**src/rtl/snn_pkg.sv**
```systemverilog
// Shared types and default widths for the spiking-network datapath.
// Sequencer state encoding and the signed synapse weight type live here.
package snn_pkg;

    localparam int DEF_NR_WIDTH     = 56;
    localparam int DEF_NR_I_WIDTH   = 16;
    localparam int DEF_SR_SYN_WIDTH = 4;

    typedef enum logic [2:0] {
        ST_IDLE,
        ST_ROW_RD,
        ST_ROW_LATCH,
        ST_N_RD,
        ST_N_WR,
        ST_DONE
    } seq_state_t;

    typedef logic signed [DEF_SR_SYN_WIDTH-1:0] syn_weight_t;

endpackage

```
**src/rtl/neuron_accumulator.sv**
```systemverilog
// Adds a sign-extended synapse weight into the current field of a packed
// neuron state word; the remaining state bits pass through untouched.
module neuron_accumulator
    import snn_pkg::*;
#(
    parameter int NR_WIDTH     = DEF_NR_WIDTH,
    parameter int NR_I_WIDTH   = DEF_NR_I_WIDTH,
    parameter int SR_SYN_WIDTH = DEF_SR_SYN_WIDTH
) (
    input  logic [NR_WIDTH-1:0]            state_in,
    input  logic signed [SR_SYN_WIDTH-1:0] weight,
    output logic [NR_WIDTH-1:0]            state_out
);

    logic [NR_I_WIDTH-1:0] w_ext;
    logic [NR_I_WIDTH-1:0] i_sum;

    // Wrapping add: the current field is modulo 2^NR_I_WIDTH, no saturation.
    always_comb begin
        w_ext     = {{(NR_I_WIDTH-SR_SYN_WIDTH){weight[SR_SYN_WIDTH-1]}}, weight};
        i_sum     = state_in[NR_I_WIDTH-1:0] + w_ext;
        state_out = {state_in[NR_WIDTH-1:NR_I_WIDTH], i_sum};
    end

endmodule

```
**src/rtl/synapse_event_sequencer.sv**
```systemverilog
// Takes one presynaptic spike at a time, fetches its synapse row and walks the
// postsynaptic targets with a serialized read-accumulate-write per neuron.
module synapse_event_sequencer
    import snn_pkg::*;
#(
    parameter int N_PRE        = 256,
    parameter int N_POST       = 16,
    parameter int NR_WIDTH     = DEF_NR_WIDTH,
    parameter int NR_I_WIDTH   = DEF_NR_I_WIDTH,
    parameter int SR_SYN_WIDTH = DEF_SR_SYN_WIDTH,
    parameter int SKIP_ZERO    = 1,
    localparam int PRE_W       = $clog2(N_PRE),
    localparam int POST_W      = $clog2(N_POST)
) (
    input  logic                           clk,
    input  logic                           rst,
    input  logic                           spike_valid,
    output logic                           spike_ready,
    input  logic [PRE_W-1:0]               spike_idx,
    output logic                           syn_rd_en,
    output logic [PRE_W-1:0]               syn_rd_addr,
    input  logic [N_POST*SR_SYN_WIDTH-1:0] syn_rd_data,
    output logic                           nr_rd_en,
    output logic [POST_W-1:0]              nr_rd_addr,
    input  logic [NR_WIDTH-1:0]            nr_rd_data,
    output logic                           nr_wr_en,
    output logic [POST_W-1:0]              nr_wr_addr,
    output logic [NR_WIDTH-1:0]            nr_wr_data,
    output logic                           done,
    output logic [15:0]                    event_cnt
);

    seq_state_t                     state_q, state_d;
    logic [PRE_W-1:0]               idx_q, idx_d;
    logic [N_POST*SR_SYN_WIDTH-1:0] row_q, row_d;
    logic [POST_W-1:0]              j_q, j_d;
    logic [15:0]                    evt_q, evt_d;

    logic spike_ready_q, spike_ready_d;
    logic syn_rd_en_q, syn_rd_en_d;
    logic nr_rd_en_q, nr_rd_en_d;
    logic nr_wr_en_q, nr_wr_en_d;
    logic done_q, done_d;

    logic signed [SR_SYN_WIDTH-1:0] w_cur;
    logic signed [SR_SYN_WIDTH-1:0] w_next;
    logic                           last_j;
    logic                           skip_cur;

    assign w_cur    = row_q[j_q*SR_SYN_WIDTH +: SR_SYN_WIDTH];
    assign last_j   = (j_q == POST_W'(N_POST-1));
    assign skip_cur = (SKIP_ZERO != 0) && (w_cur == '0);

    always_comb begin
        state_d = state_q;
        idx_d   = idx_q;
        row_d   = row_q;
        j_d     = j_q;
        evt_d   = evt_q;
        w_next  = '0;

        case (state_q)
            ST_IDLE: begin
                if (spike_valid) begin
                    idx_d   = spike_idx;
                    state_d = ST_ROW_RD;
                end
            end
            ST_ROW_RD: state_d = ST_ROW_LATCH;
            ST_ROW_LATCH: begin
                row_d   = syn_rd_data;
                j_d     = '0;
                state_d = ST_N_RD;
            end
            ST_N_RD: begin
                if (skip_cur) begin
                    if (last_j) state_d = ST_DONE;
                    else        j_d     = j_q + POST_W'(1);
                end else begin
                    state_d = ST_N_WR;
                end
            end
            ST_N_WR: begin
                if (last_j) begin
                    state_d = ST_DONE;
                end else begin
                    j_d     = j_q + POST_W'(1);
                    state_d = ST_N_RD;
                end
            end
            ST_DONE: begin
                evt_d   = evt_q + 16'd1;
                state_d = ST_IDLE;
            end
            default: state_d = ST_IDLE;
        endcase

        // Strobes are registered, so they are decoded from the next state;
        // the N_RD read strobe also needs the weight the next cycle will see.
        w_next        = row_d[j_d*SR_SYN_WIDTH +: SR_SYN_WIDTH];
        spike_ready_d = (state_d == ST_IDLE);
        syn_rd_en_d   = (state_d == ST_ROW_RD);
        nr_rd_en_d    = (state_d == ST_N_RD) && !((SKIP_ZERO != 0) && (w_next == '0));
        nr_wr_en_d    = (state_d == ST_N_WR);
        done_d        = (state_d == ST_DONE);
    end

    always_ff @(posedge clk or posedge rst) begin
        if (rst) begin
            state_q       <= ST_IDLE;
            idx_q         <= '0;
            row_q         <= '0;
            j_q           <= '0;
            evt_q         <= '0;
            spike_ready_q <= 1'b1;
            syn_rd_en_q   <= 1'b0;
            nr_rd_en_q    <= 1'b0;
            nr_wr_en_q    <= 1'b0;
            done_q        <= 1'b0;
        end else begin
            state_q       <= state_d;
            idx_q         <= idx_d;
            row_q         <= row_d;
            j_q           <= j_d;
            evt_q         <= evt_d;
            spike_ready_q <= spike_ready_d;
            syn_rd_en_q   <= syn_rd_en_d;
            nr_rd_en_q    <= nr_rd_en_d;
            nr_wr_en_q    <= nr_wr_en_d;
            done_q        <= done_d;
        end
    end

    neuron_accumulator #(
        .NR_WIDTH    (NR_WIDTH),
        .NR_I_WIDTH  (NR_I_WIDTH),
        .SR_SYN_WIDTH(SR_SYN_WIDTH)
    ) u_acc (
        .state_in (nr_rd_data),
        .weight   (w_cur),
        .state_out(nr_wr_data)
    );

    assign spike_ready = spike_ready_q;
    assign syn_rd_en   = syn_rd_en_q;
    assign syn_rd_addr = idx_q;
    assign nr_rd_en    = nr_rd_en_q;
    assign nr_rd_addr  = j_q;
    assign nr_wr_en    = nr_wr_en_q;
    assign nr_wr_addr  = j_q;
    assign done        = done_q;
    assign event_cnt   = evt_q;

endmodule
```
**config.mk**
```make
export PLATFORM = sky130hd
export DESIGN_NAME = synapse_event_sequencer
export DESIGN_NICKNAME = d
export VERILOG_FILES = /design/src/rtl/snn_pkg.sv /design/src/rtl/neuron_accumulator.sv /design/src/rtl/synapse_event_sequencer.sv
export SDC_FILE = /design/constraint.sdc
export NUM_CORES = 1
export LEC_CHECK = 0
export CORE_AREA = 2 2 150 93
export CTS_CLUSTER_DIAMETER = 150
export DETAILED_ROUTE_END_ITERATION = 8
export DIE_AREA = 0 0 152 95
export PLACE_DENSITY = 0.93
export REMOVE_ABC_BUFFERS = 1
export SYNTH_ARGS = -nofsm -noshare
export SYNTH_HDL_FRONTEND = slang
export SYNTH_HIERARCHICAL = 1
export SYNTH_SLANG_ARGS = --single-unit
```
**constraint.sdc**
```tcl
create_clock -name clk -period 10.3 [get_ports clk]
set_input_delay 2.575 -clock clk [delete_from_list [all_inputs] [get_ports clk]]
set_output_delay 2.575 -clock clk [all_outputs]
set_load 0.1 [all_outputs]
```
# After elaboration in Yosys (flattened, before gate mapping)
# Cells that the tools add are included.
# word_totals
inputBits	131
out_inout_bits	93
regBits	100
wordCells	41
# classes
n_mux	9
reduce_logical	7
eq_ne	10
n_shift	2
addsub	3
# op_table
cell	count
64-bit by 7-bit indexed part select with 4-bit output	2
64-bit two-way mux	1
16-bit by 1-bit adder with 16-bit output, second input constant	1
16-bit adder	1
3-bit one-hot mux with 5 select lines	1
3-bit == test, second input constant	4
3-bit two-way mux	4
4-bit one-hot mux with 3 select lines	1
3-bit by 2-bit == test with 1-bit output, second input constant	3
4-bit logical NOT	2
4-bit two-way mux	2
3-bit by 1-bit == test with 1-bit output, second input constant	2
3-bit logical NOT	2
4-bit by 1-bit adder with 4-bit output, second input constant	1
4-bit == test, second input constant	1
2-bit AND reduction	1
1-bit logical AND	1
1-bit logical NOT	1

# Logic depth before layout (Yosys ltp)
# Gate-level depths: netlist of run 1.
# depth
depth_word	8
mapped_depth	12

# Hierarchy
# Netlist of run 1, hierarchy kept.
# by_module_without_submodules
module	area_each_um2	seq_area_each_um2	n_inst	cells_each
synapse_event_sequencer	5008.6	2503.7	1	372
neuron_accumulator	1046.0	0.0	1	141

# Least setup slack after synthesis of run 1
# Ideal clock, no wire load.
# synth_path
kind	input -> output
startpoint	input nr_rd_data[0]
endpoint	output nr_wr_data[10]
arrival_time_ps	5922
required_time_ps	7725
n_path_buf	0
setup_slack_ps	1803
path_stages	6
path_cell_list	ha_1 > fa_1 > a21o_4 > a311oi_2 > nor3_1 > nor3_1
# synth_between
elab_chain_cells	1
# synth_lines
item	line	text
start, declared	synapse_event_sequencer.sv:25	input logic [NR_WIDTH-1:0] nr_rd_data,
16-bit adder	neuron_accumulator.sv:21	i_sum = state_in[NR_I_WIDTH-1:0] + w_ext;
end, declared	synapse_event_sequencer.sv:28	output logic [NR_WIDTH-1:0] nr_wr_data,
# No other way between the ends.

# Worst setup path after layout of run 1
# layout_path
startpoint	input nr_rd_data[0]
endpoint	output nr_wr_data[14]
# Same word-level chain as after synthesis.

==> reports/results.tsv, run 1 <==
stage	metric	value	unit
cts	Reg clk slew, reported paths	0.08	ns
floorplan	num rows	33	
layout	fin nets	753	
setup_path	CP Max Fanout	3	
drt	post-route antenna net violation count	0	
layout	area of the multi-input gates	3045	sq um
global_routing	gr usage total	0.2272	
setup_path	worst flop-to-flop path endpoint	nr_rd_en	
setup_path	critical path class	in -> out	
worst_hold_path	Worst Hold Depth	1	
setup_path	R2R Setup Slk	5.70	ns
sta	crit path time final	8.573	ns
drt	DRC	0	
cts	Post-CTS Setup Repair Bufs	0	
logic_synthesis	Seq/Total Area, Yosys	0.4135	
setup_path	CP startpoint	nr_rd_data[0]	
global_routing	vias in the first global route	4554	
logic_synthesis	complex-gate fraction of the synthesized area	0.08659	
cts	CTS buffer count	9	
logic_synthesis	Ys Warns	6	
sta	unrepaired setup endpoints after global routing	false	
sta	Setup TNS Final	0	ns
logic_synthesis	area fraction in and, or, nand and nor cells after synthesis	0.1019	
cts	Clock Tree Root	clkbuf_16	
run	max-cap violations	0	
drt	TritonRoute pass-1 iters	4	
floorplan	Top Ports	224	
sta	Highest Clock Rate	116.6	MHz
worst_hold_path	Hold Path Class	reg -> reg	
setup_path	required time worst endpoint	7.73	ns
layout	Ant. Diodes	0	
setup_path	CP arrival	6.00	ns
sta	Post-Route Skew	0.01265	ns
cts	clock latency on the worst-skew pair	0.35	ns
place	# port buffers	143	
sta	Max-slew headroom	0.3202	
layout	filler instances	1059	
logic_synthesis	Yosys reg bits	100	
drt	drt via density	5.642	
drt	vias	4423	
outcome	outcome	finished clean	
floorplan	starting density of the core	0.4568	
floorplan	Die W	152	um
cts	clk sink count	100	
place	hpwl dp	12.57	mm
logic_synthesis	adder-cell share of the synthesized area	0.03844	
setup_path	Worst R2R Path Depth	10	
floorplan	height of the die	95	um
global_routing	initial antenna violation count	0	
logic_synthesis	asr flop ratio synth	1.000	
logic_synthesis	Synth Area in XOR/XNOR	0.04340	
sta	worst setup margin	1.727	ns
cts	hold buffer count at cts	0	
global_routing	GRT Residual Overflow	0	
setup_path	Crit path top cell by count	clkdlybuf4s50_1	
sta	Final setup viols	0	
logic_synthesis	Post-Synthesis Cell Area	6055	sq um
layout	Area growth syn-to-layout	24.94	%
layout	Reg area	2504	sq um
setup_path	largest stage delay on the critical path	1.18	ns
logic_synthesis	main combinational cell family by area after synthesis	multiplexers	
sta	final hold violation count	0	
layout	share of layout cells above drive strength 1	0.1938	
global_routing	pin count of the biggest net entering global routing	70	
floorplan	die area	14440	sq um
setup_path	CP Cell Sequence	clkdlybuf4s50_1 > ha_1 > fa_1 > a21o_4 > a311oi_2 > nor2_1 > a211oi_2 > xnor2_1 > clkdlybuf4s50_1	
place	Setup WS pre-CTS	1.768	ns
logic_synthesis	Avg Cell Area, Syn	11.80	sq um
logic_synthesis	Syn Inst Count	513	
logic_synthesis	post-synthesis mux area share	0.2304	
drt	Detailed Route WL	16.31	mm
drt	drt wl/cell	20.81	um
cts	CTS tree	done	
cts	Longest Clk Path Bufs	2	
setup_path	R2R Path Start	nr_rd_addr[0]	
logic_synthesis	ys flop type	dfrtp_1	
worst_hold_path	Hold Startpoint	event_cnt[15]	
sta	Slew @ Worst Pin	1.017	ns
sta	Slew Limit Fails	0	
setup_path	Critical-path top delay cell	clkdlybuf4s50_1	
setup_path	Setup crit end kind	output port	
logic_synthesis	EDFF count, synth	0	
cts	Resize count post-CTS	0	
place	Routability Congestion	0.8924	
logic_synthesis	Unique masters post-synth	64	
drt	initial detailed-routing violation count	229	
cts	CTS H-tree lvls	3	
sta	period utilisation layout	0.8323	
setup_path	crit path launch type	input pin	
worst_hold_path	WHS Endpoint	event_cnt[15]	
global_routing	first-pass GRT wire length	25.27	mm
floorplan	core box area	13250	sq um
## per-stage QoR
stage | util | hold WS, ns | cells | cell area, sq um
floorplan | - | 0.4888 | 447 | 5565
global placement | 0.5473 | 0.4619 | 768 | 7254
detailed placement | 0.5473 | 0.4698 | 768 | 7254
CTS | 0.5708 | 0.4800 | 784 | 7565
global route | 0.5708 | 0.5173 | 784 | 7565
finish | 0.5708 | 0.4805 | 784 | 7565
## cells in the final DEF, fill, tap and decap left out, types with 3 or more instances in the layout
cell type	n
nand3_2	3
mux2i_1	10
mux2_2	74
nor4_1	16
a211o_1	3
a22oi_1	3
nor3_1	5
inv_1	6
xnor2_1	20
nor2b_1	6
nand2_1	28
o21ai_0	9
ha_1	17
o211ai_1	4
nor2_1	20
buf_4	3
a21oi_1	22
mux4_1	14
xor2_1	10
nand3_1	19
nand4_1	6
mux2_1	3
dfrtp_1	99
a21o_1	4
and2_1	3
clkbuf_16	9
clkdlybuf4s50_1	143
## routing by layer
metal	up-vias	GRT usage	wire [um]
met2	225	0.3296	6928
met4	0	0.04050	62
met5	-	0.02381	0
met1	2164	0.3132	7507
met3	6	0.1046	1814
li1	2028	-	-
## worst max-delay path, delay by kind of cell
kind	cells	cell delay, ns
AOI/OAI and AO/OA	3	0.87
xor gates and xnor gates	1	0.18
adders and majority gates	2	0.66
buffers and inverters	2	1.60
and+or+nand+nor	1	0.11
## cell usage after synthesis, drive strengths merged (2+ instances only)
| cell | count | share of area |
|---|---|---|
| a32oi | 2 | 0.0041 |
| a21oi | 22 | 0.018 |
| nand4 | 6 | 0.0062 |
| nor2b | 7 | 0.0072 |
| buf | 49 | 0.065 |
| nor4 | 17 | 0.020 |
| o21bai | 2 | 0.0025 |
| nand2 | 28 | 0.017 |
| and2 | 3 | 0.0031 |
| nand3 | 22 | 0.021 |
| and2b | 2 | 0.0029 |
| xor2 | 10 | 0.014 |
| dfrtp | 99 | 0.41 |
| nor2 | 20 | 0.012 |
| clkbuf | 17 | 0.015 |
| a311oi | 2 | 0.0039 |
| and3 | 2 | 0.0021 |
| mux2i | 10 | 0.017 |
| a211oi | 2 | 0.0033 |
| a22oi | 4 | 0.0058 |
| a21o | 5 | 0.0074 |
| inv | 7 | 0.0043 |
| nor3 | 5 | 0.0041 |
| or2 | 2 | 0.0021 |
| xnor2 | 20 | 0.029 |
| a211o | 3 | 0.0043 |
| o22ai | 2 | 0.0021 |
| mux4 | 16 | 0.068 |
| o21ai | 10 | 0.0083 |
| o211ai | 5 | 0.0070 |
| o41ai | 2 | 0.0041 |
| mux2 | 78 | 0.15 |
| ha | 17 | 0.035 |
## state kept, by name, indices dropped and copies added (netlist names)
signal / count
row_q: 64
event_cnt: 16
syn_rd_addr: 8
nr_rd_addr: 4
state_q: 3
done: 1
nr_rd_en: 1
nr_wr_en: 1
spike_ready: 1
syn_rd_en: 1
## worst max-delay path by stage
stage / endpoint / cells after the start / slack, ns
after floorplan: nr_wr_data[10] / 8 / 1.22
after global placement: nr_wr_data[12] / 9 / 1.85
after detailed placement: nr_wr_data[12] / 9 / 1.77
after CTS: nr_wr_data[12] / 9 / 1.76
after global routing: nr_wr_data[12] / 11 / 1.63
final: nr_wr_data[14] / 9 / 1.73
## cells by family (layout without fill, tap and decap cells)
group,Yosys count,count (layout)
simple gates,117,117
mux,104,104
flops,100,100
buf+inv,74,170
compound gates,70,70
xor+xnor,30,30
fa+ha+maj,18,18
## cell type report
class / count / area share
Sequential cell: 100 / 0.3310
Clock inverter: 7 / 0.01125
Tap cell: 175 / 0.02894
Multi-Input combinational cell: 339 / 0.4026
Inverter: 8 / 0.004300
Clock buffer: 9 / 0.02977
Timing Repair Buffer: 146 / 0.1922
Power of run 1 is left out: the tool's default activity adds up to more than one toggle a clock period on the data nets, which glitch-free logic cannot reach.
==> inputs of run 2 (changes only) <==
- CORE_AREA: 2 2 150 93 -> 2 2 153 95
- DIE_AREA: 0 0 152 95 -> 0 0 155 97
- PLACE_DENSITY: 0.93 -> 0.9
- clock period: 10.3 -> 8.7 ns (I/O delays scaled with it)
==> run 2 against run 1 <==
Clock skew decreased by 0.0011 ns; highest routed layer is now met5; sequential cell count is the same; setup slack worse by 0.61 ns; sequential share of layout area about the same; register-to-register slack worse by 1.2 ns; largest cell class unchanged; critical path depth increased by 2; worst hold slack got worse by 0.0071 ns.
==> reports/results.tsv, run 2 (same netlist as run 1, synthesis figures left out) <==
stage	metric	value	unit
floorplan	Die W	155	um
drt	post-route antenna net violation count	0	
sta	final hold violation count	0	
place	# port buffers	143	
floorplan	Top Ports	224	
drt	drt via density	5.865	
global_routing	first-pass GRT wire length	25.72	mm
global_routing	initial antenna violation count	0	
cts	Longest Clk Path Bufs	2	
layout	Most flops, register	row_q	
run	max-cap violations	0	
floorplan	starting density of the core	0.4484	
global_routing	GRT Residual Overflow	0	
setup_path	Setup crit end kind	output port	
layout	share of layout cells above drive strength 1	0.2003	
place	Routability Congestion	0.9325	
floorplan	core box area	13500	sq um
sta	Slew Limit Fails	0	
worst_hold_path	Worst Hold Depth	1	
cts	CTS H-tree lvls	3	
sta	Slew @ Worst Pin	1.082	ns
setup_path	worst flop-to-flop path endpoint	nr_rd_en	
floorplan	die area	15040	sq um
setup_path	CP Max Fanout	21	
cts	Post-CTS Setup Repair Bufs	0	
layout	most frequent cells in the layout	clkdlybuf4s50_1 (139), dfrtp_1 (99), mux2_2 (74), nand2_1 (28), a21oi_1 (22)	
cts	Reg clk slew, reported paths	0.08	ns
setup_path	R2R Setup Slk	4.47	ns
floorplan	num rows	33	
worst_hold_path	Hold Path Class	reg -> reg	
cts	CTS buffer count	9	
cts	clk sink count	100	
cts	clock latency on the worst-skew pair	0.35	ns
layout	commonest non-fill, non-tap cell in the layout	clkdlybuf4s50_1	
place	hpwl dp	12.71	mm
setup_path	crit path launch type	flip-flop	
worst_hold_path	WHS Endpoint	event_cnt[15]	
setup_path	critical path class	reg -> out	
setup_path	required time worst endpoint	6.53	ns
drt	Detailed Route WL	16.62	mm
drt	drt wl/cell	21.19	um
cts	CTS tree	done	
sta	Final setup viols	0	
global_routing	pin count of the biggest net entering global routing	74	
sta	Setup TNS Final	0	ns
sta	Highest Clock Rate	131.8	MHz
sta	Post-Route Skew	0.01153	ns
layout	Area growth syn-to-layout	24.98	%
cts	hold buffer count at cts	0	
worst_hold_path	Hold Startpoint	event_cnt[15]	
sta	Max-slew headroom	0.2789	
drt	DRC	0	
layout	Ant. Diodes	0	
sta	crit path time final	7.585	ns
floorplan	height of the die	97	um
global_routing	gr usage total	0.2213	
cts	Clock Tree Root	clkbuf_16	
drt	vias	4598	
layout	number of flip-flops in the largest register	64	
global_routing	vias in the first global route	4622	
drt	TritonRoute pass-1 iters	5	
setup_path	CP arrival	5.41	ns
outcome	outcome	finished clean	
cts	Resize count post-CTS	0	
sta	unrepaired setup endpoints after global routing	false	
setup_path	R2R Path Start	nr_rd_addr[0]	
setup_path	Worst R2R Path Depth	9	
sta	period utilisation layout	0.8719	
drt	initial detailed-routing violation count	407	
layout	fin nets	753	
==> run 2: worst max path at each step <==
stage,from,end,slack (ns)
finish,nr_rd_addr[0],nr_wr_data[9],1.11
global route,nr_rd_addr[0],nr_wr_data[9],0.91
CTS,nr_rd_addr[0],nr_wr_data[9],1.23
detailed placement,nr_rd_data[4],nr_wr_data[9],1.36
global placement,nr_rd_data[0],nr_wr_data[6],1.43
floorplan,nr_rd_addr[0],nr_wr_data[10],0.02
==> run 2: worst max-delay path, cell delays in order, from the launching register on <==
cell             delay (ns)
dfrtp_1                1.06
mux4_1                 0.72
a22oi_1                0.22
nand3_1                0.11
buf_4                  0.22
ha_1                   0.39
a21oi_1                0.34
o22ai_1                0.17
a211o_1                0.31
a21oi_1                0.20
xnor2_1                0.14
clkdlybuf4s50_1        1.15
==> run 2: cell type report <==
cell class,count,area (sq um)
Clock buffer,9,225.2
Clock inverter,7,97.59
Fill cell,1096,5934
Inverter,8,32.53
Multi-Input combinational cell,339,3045
Sequential cell,100,2504
Tap cell,175,219.0
Timing Repair Buffer,146,1444
==> run 2: routing by layer <==
metal / GRT usage / part of all wire / vias to the layer above
met2: 0.3169 / 0.43 / 279
li1: - / - / 2029
met5: 0.02041 / 0.0017 / -
met1: 0.3197 / 0.46 / 2274
met4: 0.03419 / 0.0066 / 2
met3: 0.08781 / 0.10 / 14
==> run 2: per-stage QoR <==
step	worst slack, ns	utilization	hold slack, ns	std cells	cell area [sq um]
2_1_floorplan	0.01908	-	0.4888	447	5565
3_3_place_gp	1.429	0.5366	0.4588	768	7244
3_5_place_dp	1.358	0.5366	0.4658	768	7244
4_1_cts	1.229	0.5605	0.4756	784	7567
5_1_grt	0.9082	0.5605	0.4904	784	7567
6_report	1.115	0.5605	0.4734	784	7567
Power of run 2 is left out for the same reason.
